==> src/rtl/uart_rx_deserializer.sv <==
`timescale 1ns/1ps
// UART receive deserializer: 16x-oversampled, frame-aligned sampling of a synchronized RX line.
// Emits one byte per frame with a single-cycle strobe plus framing/parity/break status.
module uart_rx_deserializer #(
    parameter int unsigned DIVISOR = 16
) (
    input  logic       clk,
    input  logic       reset,
    input  logic       rx,
    input  logic       par_en,
    input  logic       par_even,
    output logic [7:0] data_out,
    output logic       data_wr,
    output logic       frame_err,
    output logic       par_err,
    output logic       break_det,
    output logic       busy
);

    typedef enum logic [2:0] {
        S_IDLE,
        S_START,
        S_DATA,
        S_PARITY,
        S_STOP,
        S_WAIT_IDLE
    } state_t;

    localparam logic [15:0] DIV_LAST = 16'(DIVISOR - 1);

    state_t      r_state;
    state_t      w_next_state;

    logic        r_rx_sync1;
    logic        r_rx_sync2;
    logic        r_rx_prev;
    logic [15:0] r_div_cnt;
    logic [3:0]  r_smp_cnt;
    logic [2:0]  r_bit_cnt;
    logic [7:0]  r_shift;
    logic        r_par_en;
    logic        r_par_even;
    logic        r_par_bit;
    logic        r_par_bad;

    logic        w_rx_s;
    logic        w_tick;
    logic        w_mid;
    logic        w_start;
    logic        w_shift_en;
    logic        w_par_smp;
    logic        w_stop_smp;

    // Two synchronizer stages, plus a third flop that remembers the previous rx_s for edge detection.
    // NOTE: every clocked register uses <= so all flops update from the same pre-edge values.
    always_ff @(posedge clk or negedge reset) begin
        if (!reset) begin
            r_rx_sync1 <= 1'b1;
            r_rx_sync2 <= 1'b1;
            r_rx_prev  <= 1'b1;
        end else begin
            r_rx_sync1 <= rx;
            r_rx_sync2 <= r_rx_sync1;
            r_rx_prev  <= r_rx_sync2;
        end
    end

    assign w_rx_s = r_rx_sync2;
    assign w_tick = (r_div_cnt == DIV_LAST);
    assign w_mid  = w_tick && (r_smp_cnt == 4'd7);

    always_ff @(posedge clk or negedge reset) begin
        if (!reset) begin
            r_state <= S_IDLE;
        end else begin
            r_state <= w_next_state;
        end
    end

    // NOTE: each combinational output gets a default first, so no path can infer a latch.
    always_comb begin
        w_next_state = r_state;
        case (r_state)
            S_IDLE:      if (w_start) w_next_state = S_START;
            S_START:     if (w_mid) w_next_state = w_rx_s ? S_IDLE : S_DATA;
            S_DATA:      if (w_mid && (r_bit_cnt == 3'd7)) w_next_state = r_par_en ? S_PARITY : S_STOP;
            S_PARITY:    if (w_mid) w_next_state = S_STOP;
            S_STOP:      if (w_mid) w_next_state = w_rx_s ? S_IDLE : S_WAIT_IDLE;
            S_WAIT_IDLE: if (w_rx_s) w_next_state = S_IDLE;
            default:     w_next_state = S_IDLE;
        endcase
    end

    always_comb begin
        busy       = (r_state != S_IDLE);
        w_start    = (r_state == S_IDLE) && r_rx_prev && !w_rx_s;
        w_shift_en = (r_state == S_DATA) && w_mid;
        w_par_smp  = (r_state == S_PARITY) && w_mid;
        w_stop_smp = (r_state == S_STOP) && w_mid;
    end

    // Restarting the divider on the start edge puts sample count 7 in the middle of every bit.
    always_ff @(posedge clk or negedge reset) begin
        if (!reset) begin
            r_div_cnt <= 16'd0;
            r_smp_cnt <= 4'd0;
            r_bit_cnt <= 3'd0;
        end else if (w_start) begin
            r_div_cnt <= 16'd0;
            r_smp_cnt <= 4'd0;
            r_bit_cnt <= 3'd0;
        end else if (busy) begin
            if (w_tick) begin
                r_div_cnt <= 16'd0;
                r_smp_cnt <= r_smp_cnt + 4'd1;
            end else begin
                r_div_cnt <= r_div_cnt + 16'd1;
            end
            if (w_shift_en) begin
                r_bit_cnt <= r_bit_cnt + 3'd1;
            end
        end
    end

    always_ff @(posedge clk or negedge reset) begin
        if (!reset) begin
            r_shift    <= 8'd0;
            r_par_en   <= 1'b0;
            r_par_even <= 1'b0;
            r_par_bit  <= 1'b0;
            r_par_bad  <= 1'b0;
        end else begin
            if (w_start) begin
                r_par_en   <= par_en;
                r_par_even <= par_even;
                r_par_bit  <= 1'b0;
                r_par_bad  <= 1'b0;
            end
            if (w_shift_en) begin
                r_shift <= {w_rx_s, r_shift[7:1]};
            end
            if (w_par_smp) begin
                r_par_bit <= w_rx_s;
                r_par_bad <= (^r_shift) ^ w_rx_s ^ ~r_par_even;
            end
        end
    end

    // Byte and flags change only together with the strobe and hold until the next one.
    always_ff @(posedge clk or negedge reset) begin
        if (!reset) begin
            data_out  <= 8'd0;
            data_wr   <= 1'b0;
            frame_err <= 1'b0;
            par_err   <= 1'b0;
            break_det <= 1'b0;
        end else begin
            data_wr <= w_stop_smp;
            if (w_stop_smp) begin
                data_out  <= r_shift;
                frame_err <= ~w_rx_s;
                par_err   <= r_par_en & r_par_bad;
                break_det <= ~w_rx_s & (r_shift == 8'd0) & (~r_par_en | ~r_par_bit);
            end
        end
    end

endmodule

==> config.mk <==
export PLATFORM = sky130hd
export DESIGN_NAME = uart_rx_deserializer
export DESIGN_NICKNAME = d
export VERILOG_FILES = /design/src/rtl/uart_rx_deserializer.sv
export SDC_FILE = /design/constraint.sdc
export NUM_CORES = 1
export LEC_CHECK = 0
export ABC_AREA = 1
export CAP_MARGIN = 20
export CORE_ASPECT_RATIO = 1.75
export CORE_MARGIN = 1.5
export CORE_UTILIZATION = 50
export DETAILED_ROUTE_END_ITERATION = 16
export HOLD_SLACK_MARGIN = 0.02
export PLACE_DENSITY_LB_ADDON = 0.3
export SETUP_SLACK_MARGIN = 0.05
export SLEW_MARGIN = 20
export SYNTH_ARGS = -nofsm -noshare
export SYNTH_HDL_FRONTEND = slang
export SYNTH_SLANG_ARGS = --single-unit
==> constraint.sdc <==
create_clock -name clk -period 3.7 [get_ports clk]
set_input_delay 0.37 -clock clk [delete_from_list [all_inputs] [get_ports clk]]
set_output_delay 0.37 -clock clk [all_outputs]
set_load 0.1 [all_outputs]
==> results_dict.tcl, run 1 <==
set metrics [dict create \
    outcome "finished clean" \
    synth_nets 337 \
    async_flop_share 1.00 \
    max_freq_mhz 398 \
    netlist_area_sq_um 2840 \
    finalSetupViolCount 0 \
    path_max_fanout 8 \
    path_delay_family "buffers and inverters" \
    cap_violations 0 \
    globalplace.congestion 0.838 \
    min_path_type "flop to flop" \
    final_nets 357 \
    placed_cells 412 \
    layout_commonest_cell "nand2_1" \
    synth_ff_type "dfrtp_1" \
    worst_setup_path_end_kind "primary output" \
    synth_cell_types 37 \
    synth_xor_xnor_area_share 0.0185 \
    wl_per_cell_um 13.6 \
    cts_buffers 5 \
    clock_sinks 53 \
    power_density_nw_per_um2 553 \
    power.leakage_nw 1.49 \
    cts_buffer_depth 2 \
    final-hold-violation-count 0 \
    yosysSeqAreaShare 0.468 \
    final_cells 421 \
    fin_crit_sh 0.680 \
    dp_hpwl_um 4390 \
    required_ns 3.33 \
    skew_ns 0.00738 \
    grt_usage 0.205 \
    grt_overflow_total 0 \
    synth_simple_gate_area_frac 0.279 \
    rows 36 \
    cts_tree "done" \
    final_antenna_net_count 0 \
    synth_edf_count 0 \
    drive_above_1_share 0.186 \
    ys_ff_latch 53 \
    cp_cell_sequence "nor2_4, nand2_4, clkdlybuf4s50_1" \
    first_pass_iters 5 \
    antenna_cells 0 \
    fin_crit_ns 2.52 \
    synthAdderAreaFrac 0.0352 \
    cp_data_arrival_time_ns 2.15 \
    layout_common_cells "86 x nand2_1, 50 x dfrtp_1, 27 x inv_1" \
    tightest_slew_ns 0.972 \
    port_buffers 17 \
    h-tree-depth 2 \
    peakVddDrop_uv 337 \
    startpoint_type "flop" \
    fp.dieH_um 103 \
    cp_slowest_cell "clkdlybuf4s50_1" \
    rsz0062_at_grt "no" \
    syn_inst 324 \
    drt_iter0_drc 110 \
    insertion_delay_ns 0.31 \
    vias 2222 \
    antenna_found_initial 0 \
    finalSetupTns_ns 0 \
    vias_per_cell 5.28 \
    multiInputGateArea_sq_um 1300 \
    synth_compound_area_frac 0.124 \
    synth_top_family_by_area "simple AND/OR/NAND/NOR gates" \
    slowest_delay_ns 1.15 \
    area_growth_pct 11.9 \
    start_util 0.513 \
    yosys_warnings 0 \
    crit_type "flop to primary output" \
    critical_path_buf_inv_count 1 \
    slew_violations 0 \
    power.total_mw 1.76 \
    post_cts_resized 0 \
    coreArea_sq_um 5540 \
    grt_max_degree 35 \
    die_w_um 60.0 \
    drc 0 \
    fill_cells 516 \
    cts_root_buf "clkbuf_8" \
    dieArea_sq_um 6160 \
    synthMuxAreaShare 0 \
    clk_pin_slew_ns 0.10 \
    wl_um 5720 \
    post-route-util 0.573 \
    grt_pass1_wl_um 9560 \
    first_global_vias 2171 \
    syn_avg_cell_area_sq_um 8.77 \
    io_pins 18 \
    relSlewSlack 0.350 \
    register_area_sq_um 1330 \
]
-- cell type report --
type	instances	share of cell area
inverters	40	0.0481
well taps	76	0.0299
repair buffers	19	0.0575
clock buffers	5	0.0217
clock inverters	3	0.0158
multi-input cells	225	0.408
flip-flops and latches	53	0.419
-- cell families (layout without fill, tap and decap cells) --
group | count (synthesis) | after routing
simple gates | 161 | 161
flops | 53 | 53
compound gates | 50 | 50
buf+inv | 46 | 67
fa+ha+maj | 8 | 8
xor+xnor | 6 | 6
-- Yosys cell counts, types with 4 or more instances --
master    n  area [sq um]
a21oi_1   9          45.0
a21oi_2   4          35.0
buf_6     4          45.0
dfrtp_1  50          1250
ha_1      8           100
inv_1    27           101
inv_2     9          33.8
nand2_1  86           323
nand2_2   6          37.5
nand2_4   4          45.0
nand3_1  22           110
nand4_1   4          25.0
nor2_1   19          71.3
nor2_4    8          90.1
nor3_1    5          25.0
o21ai_0   4          20.0
o21ai_1  11          55.1
o21ai_2  12           105
xor2_1    4          35.0
-- where the power goes --
| part | internal (mW) | switching, mW | total, mW |
|---|---|---|---|
| Clock | 0.208 | 0.205 | 0.413 |
| Combinational | 0.184 | 0.441 | 0.625 |
| Sequential | 0.644 | 0.0764 | 0.720 |
| Total | 1.04 | 0.722 | 1.76 |
-- flip-flops by register name (all words and copies together) (netlist names) --
name	count
r_smp_cnt	4
break_det	1
r_par_en	1
frame_err	1
r_bit_cnt	3
r_shift	8
r_par_bit	1
r_state	3
r_par_bad	1
r_par_even	1
par_err	1
r_rx_sync2	1
r_rx_prev	1
r_rx_sync1	1
data_out	8
r_div_cnt	16
data_wr	1
-- through the flow --
stage	instance area (sq um)	hold WS, ns	worst slack [ns]
floorplan	2840	0.0744	2.15
global placement	3050	0.347	1.56
detailed placement	3050	0.348	1.53
CTS	3180	0.363	1.19
global route	3180	0.365	1.12
finish	3180	0.362	1.18
-- routing by layer --
layer / up-vias / routed length (um) / global-route usage
met3: 17 / 175 / 0.0301
li1: 1077 / - / -
met4: 0 / 202 / 0.0957
met1: 1075 / 2140 / 0.223
met2: 53 / 3200 / 0.376
met5: - / 0 / 0
-- what timing repair did --
action | in CTS | in global routing
hold buffers | 1 | 0
setup buffers | 0 | 0
endpoints found under the hold margin | 6 | 0
-- path summary, 6_finish.rpt --
| path | from | to | slack [ns] | depth (start not counted) |
|---|---|---|---|---|
| hold / removal | r_rx_sync1 | r_rx_sync2 | 0.36 | 0 |
| setup reg to reg | r_rx_sync2 | r_div_cnt[3] | 1.82 | 8 |
| setup / recovery | r_state[0] | busy | 1.18 | 3 |
| hold reg to reg | r_rx_sync1 | r_rx_sync2 | 0.36 | 0 |
| max in group asynchronous | reset | r_rx_prev | 2.31 | 3 |
| min in group asynchronous | reset | frame_err | 0.54 | 2 |
-- worst reg2reg max path, cell delays in order, from the launching register on --
cell	delay (ns)
dfstp_2	0.57
inv_1	0.13
nand2_1	0.19
nor2_4	0.09
inv_2	0.20
nand2_1	0.11
nand2_2	0.27
o21ai_0	0.15
a21oi_1	0.12
No activity file was read; power rests on OpenSTA's default activity.
==> run 2, diff against run 1 <==
==> constraint.sdc (replaced) <==
create_clock -name clk -period 2.34 [get_ports clk]
set_input_delay 0.234 -clock clk [delete_from_list [all_inputs] [get_ports clk]]
set_output_delay 0.234 -clock clk [all_outputs]
set_load 0.1 [all_outputs]
==> results_dict.tcl, run 2 (synthesis gave the netlist of run 1 again) <==
set metrics [dict create \
    peakVddDrop_uv 543 \
    cts_buffer_depth 2 \
    cts_tree "done" \
    largest_reg_flops 16 \
    antenna_cells 0 \
    dieArea_sq_um 6160 \
    post-route-util 0.566 \
    pwr-share-comb 0.362 \
    power_density_nw_per_um2 853 \
    cts_buffers 5 \
    min_path_type "primary input to flop" \
    die_w_um 60.0 \
    crit_path_start "r_div_cnt[0]" \
    crit_type "flop to flop" \
    reg_top3 "r_div_cnt (16), data_out (8), r_shift (8)" \
    max_freq_mhz 548 \
    required_ns 2.55 \
    first_pass_iters 4 \
    layout_commonest_cell "nand2_1" \
    slew_violations 0 \
    tightest_slew_ns 0.668 \
    io_pins 18 \
    final-hold-violation-count 0 \
    first_global_vias 2158 \
    area_growth_pct 10.5 \
    relSlewSlack 0.555 \
    vias_per_cell 5.14 \
    seq_power_share 0.426 \
    dp_hpwl_um 4460 \
    grt_usage 0.212 \
    final_antenna_net_count 0 \
    outcome "finished clean" \
    globalplace.congestion 0.890 \
    clkPwrFrac 0.212 \
    coreArea_sq_um 5540 \
    switchingPower_mw 1.12 \
    rsz0062_at_grt "no" \
    cp_data_arrival_time_ns 2.03 \
    start_util 0.513 \
    h-tree-depth 2 \
    cts_root_buf "clkbuf_8" \
    fin_crit_ns 1.83 \
    final_nets 357 \
    grt_overflow_total 0 \
    layout_common_cells "86 x nand2_1, 50 x dfrtp_1, 27 x inv_1" \
    cap_violations 0 \
    finalSetupTns_ns 0 \
    startpoint_type "flop" \
    clock_sinks 53 \
    drt_iter0_drc 75 \
    min_from "rx" \
    insertion_delay_ns 0.31 \
    drive_above_1_share 0.223 \
    drc 0 \
    rows 36 \
    clk_pin_slew_ns 0.10 \
    post_cts_resized 0 \
    skew_ns 0.00408 \
    power.leakage_nw 1.51 \
    finalSetupViolCount 0 \
    top_register "r_div_cnt" \
    grt_max_degree 29 \
    worst_setup_path_end_kind "flop" \
    fin_crit_sh 0.780 \
    vias 2162 \
    wl_um 5770 \
    antenna_found_initial 0 \
    reg2reg_from "r_div_cnt[0]" \
    port_buffers 17 \
    p_int_mw 1.55 \
    wl_per_cell_um 13.7 \
    path_max_fanout 20 \
    p_sw_frac 0.420 \
    grt_pass1_wl_um 9800 \
    fp.dieH_um 103 \
]
[run 2: timing repair]
item | in CTS | in global routing
setup buffers | 0 | 0
hold endpoints to repair | 25 | 0
hold buffers | 1 | 0
[run 2: worst paths after layout]
path | to | cells past startpoint | slack [ns]
worst max register to register | r_bit_cnt[2] | 10 | 0.51
worst min register to register | r_rx_sync2 | 0 | 0.36
worst max-delay path | r_bit_cnt[2] | 10 | 0.51
max in group asynchronous | r_rx_sync2 | 3 | 1.20
worst min-delay path | r_rx_sync1 | 1 | 0.32
min in group asynchronous | data_out[0] | 2 | 0.49
[run 2: through the flow]
| step | power, mW | area [sq um] | std cells | hold slack, ns | setup slack (ns) |
|---|---|---|---|---|---|
| floorplan | 1.95 | 2840 | 324 | -0.0616 | 0.789 |
| global placement | 2.11 | 3030 | 412 | 0.305 | 0.584 |
| detailed placement | 2.13 | 3030 | 412 | 0.307 | 0.525 |
| CTS | 2.70 | 3140 | 421 | 0.313 | 0.504 |
| global route | 2.83 | 3140 | 421 | 0.312 | 0.353 |
| finish | 2.68 | 3140 | 421 | 0.321 | 0.514 |
[run 2: power by group through the flow]
stage / Combinational (mW) / Clock [mW] / Sequential [mW]
floorplan: 0.828 / 0 / 1.12
finish: 0.968 / 0.568 / 1.14
detailed placement: 0.973 / 0 / 1.16
CTS: 0.979 / 0.585 / 1.14
global placement: 0.960 / 0 / 1.15
global route: 1.07 / 0.609 / 1.16
[run 2: area by class of cell]
class	count	area, sq um
timing repair buffer	19	163
sequential	53	1330
inverter	40	153
clock buffer	6	82.6
tap	76	95.1
multi-input combinational	225	1300
fill	511	2400
clock inverter	2	17.5
[run 2: layer usage]
layer,vias up,global-route usage,part of all wire
met5,-,0,0
met4,0,0.0991,0.037
met3,14,0.0276,0.020
met2,39,0.385,0.56
met1,1033,0.237,0.38
li1,1076,-,-
[run 2: worst max-delay path, cell delays in order (launching register included)]
cell and delay [ns]:
dfrtp_1 0.41, ha_1 0.20, nand2_2 0.09, inv_2 0.07
nand2_1 0.08, nor2_4 0.16, nand3_4 0.12, nor2_4 0.37
inv_2 0.08, nand3_1 0.08, nand2_1 0.06
==> run 3, diff against run 2 <==
==> constraint.sdc (replaced) <==
create_clock -name clk -period 1.7 [get_ports clk]
set_input_delay 0.17 -clock clk [delete_from_list [all_inputs] [get_ports clk]]
set_output_delay 0.17 -clock clk [all_outputs]
set_load 0.1 [all_outputs]
==> results_dict.tcl, run 3 (synthesis gave the netlist of run 1 again) <==
set metrics [dict create \
    tightest_slew_ns 0.487 \
    wl_per_cell_um 14.5 \
    rsz0062_at_grt "yes" \
    cp_slowest_cell "dfrtp_1" \
    outcome "finished clean" \
    drc 0 \
    dieArea_sq_um 6160 \
    final-hold-violation-count 0 \
    place_worst_setup_slack_ns 0.00261 \
    dp_hpwl_um 4420 \
    grt_max_degree 54 \
    cap_violations 0 \
    finalSetupViolCount 0 \
    power.leakage_nw 1.65 \
    top_register "r_div_cnt" \
    drt_iter0_drc 70 \
    fin_crit_ns 1.63 \
    layout_common_cells "71 x nand2_1, 49 x dfrtp_1, 32 x buf_4" \
    path_delay_family "simple AND/OR/NAND/NOR gates" \
    peakVddDrop_uv 788 \
    holdWs_ns 0.252 \
    critical_path_buf_inv_count 2 \
    max_freq_mhz 612 \
    die_w_um 60.0 \
    rows 36 \
    multiInputGateArea_sq_um 1500 \
    reg2reg_from "r_div_cnt[1]" \
    cts_buffer_depth 2 \
    skew_ns 0.00779 \
    relSlewSlack 0.673 \
    drive_above_1_share 0.360 \
    antenna_cells 0 \
    register_area_sq_um 1330 \
    grt_pass1_wl_um 9990 \
    start_util 0.513 \
    insertion_delay_ns 0.31 \
    power.total_mw 3.90 \
    port_buffers 17 \
    io_pins 18 \
    cts_tree "done" \
    clock_sinks 53 \
    first_pass_iters 4 \
    fin_crit_sh 0.961 \
    antenna_found_initial 0 \
    final_antenna_net_count 0 \
    required_ns 1.94 \
    worst_slack_ns 0.0660 \
    reg_top3 "r_div_cnt (16), data_out (8), r_shift (8)" \
    coreArea_sq_um 5540 \
    crit_type "flop to flop" \
    crit_path_start "r_div_cnt[1]" \
    min_from "rx" \
    cp_cell_sequence "ha_2, nand2_4, inv_2, nand2_2, nor2_4, nand3_4, nor2_4, buf_12, nor2_1, a21oi_2" \
    cts_root_buf "clkbuf_8" \
    min_path_type "primary input to flop" \
    cp_data_arrival_time_ns 1.88 \
    final_nets 384 \
    wl_um 6500 \
    grt_usage 0.218 \
    globalplace.congestion 0.928 \
    h-tree-depth 2 \
    vias_per_cell 5.17 \
    power_density_nw_per_um2 1100 \
    fill_cells 459 \
    clk_pin_slew_ns 0.10 \
    worst_setup_path_end_kind "flop" \
    cp_common_cell "nor2_4" \
    slew_violations 0 \
    startpoint_type "flop" \
    rrSetupSlack_ns 0.07 \
    area_growth_pct 24.8 \
    slowest_delay_ns 0.39 \
    largest_reg_flops 16 \
    fp.dieH_um 103 \
    layout_commonest_cell "nand2_1" \
    path_max_fanout 19 \
    vias 2316 \
    grt_overflow_total 0 \
    cts_buffers 5 \
    first_global_vias 2298 \
]
==> run 3: cell count changes in the layout (fill, tap and decap cells not counted), sizes merged <==
cell      change
clkinvlp      +1
clkbuf        -1
nand2         +4
buf          +23
==> run 3: layout make-up <==
class,instances,area share
well taps,76,0.0268
clock inverters,3,0.00706
inverters,40,0.0438
clock buffers,5,0.0194
repair buffers,42,0.104
multi-input cells,229,0.424
flip-flops and latches,53,0.375
==> run 3: timing repair <==
item                                    4_1_cts  5_1_grt
pin swaps                                     0       13
buffers inserted                              1        9
cloned                                        0        4
gates resized for setup                       3       43
endpoints found under the setup margin       12       39
hold buffers                                  1        0
hold endpoints to repair                     50        0
==> run 3: per-stage QoR <==
stage,util,setup TNS (ns),area [sq um],instances
after floorplan,-,0,2840,324
after global placement,0.569,0,3150,425
after detailed placement,0.569,0,3150,425
after CTS,0.590,0,3270,435
after global routing,0.640,-0.225,3550,448
final,0.640,0,3550,448
==> run 3: power by group <==
group          leakage [nW]  switching [mW]  total, mW  internal (mW)
clock                0.0447           0.441      0.739          0.298
combinational         0.892            1.07       1.61          0.540
sequential            0.715           0.154       1.56           1.40
total                  1.65            1.66       3.90           2.24
==> run 3: metal layers <==
| layer | vias up | part of all wire | GRT usage |
|---|---|---|---|
| li1 | 1142 | - | - |
| met1 | 1107 | 0.37 | 0.225 |
| met2 | 43 | 0.57 | 0.396 |
| met3 | 24 | 0.016 | 0.0276 |
| met4 | 0 | 0.050 | 0.142 |
| met5 | - | 0 | 0 |
==> run 3: worst paths after layout <==
kind                            endpoint  depth (start not counted)
min reg2reg                   r_rx_sync2                          0
min                           r_rx_sync1                          1
max reg2reg                 r_bit_cnt[0]                         10
min in group asynchronous  r_div_cnt[10]                          3
max in group asynchronous      r_rx_prev                          3
max                         r_bit_cnt[0]                         10
==> run 3: worst reg2reg max path, cell delays in order (launching register included) <==
cell and delay [ns]:
dfrtp_1 0.39, ha_2 0.22, nand2_4 0.07, inv_2 0.07
nand2_2 0.06, nor2_4 0.16, nand3_4 0.13, nor2_4 0.15
buf_12 0.16, nor2_1 0.06, a21oi_2 0.10
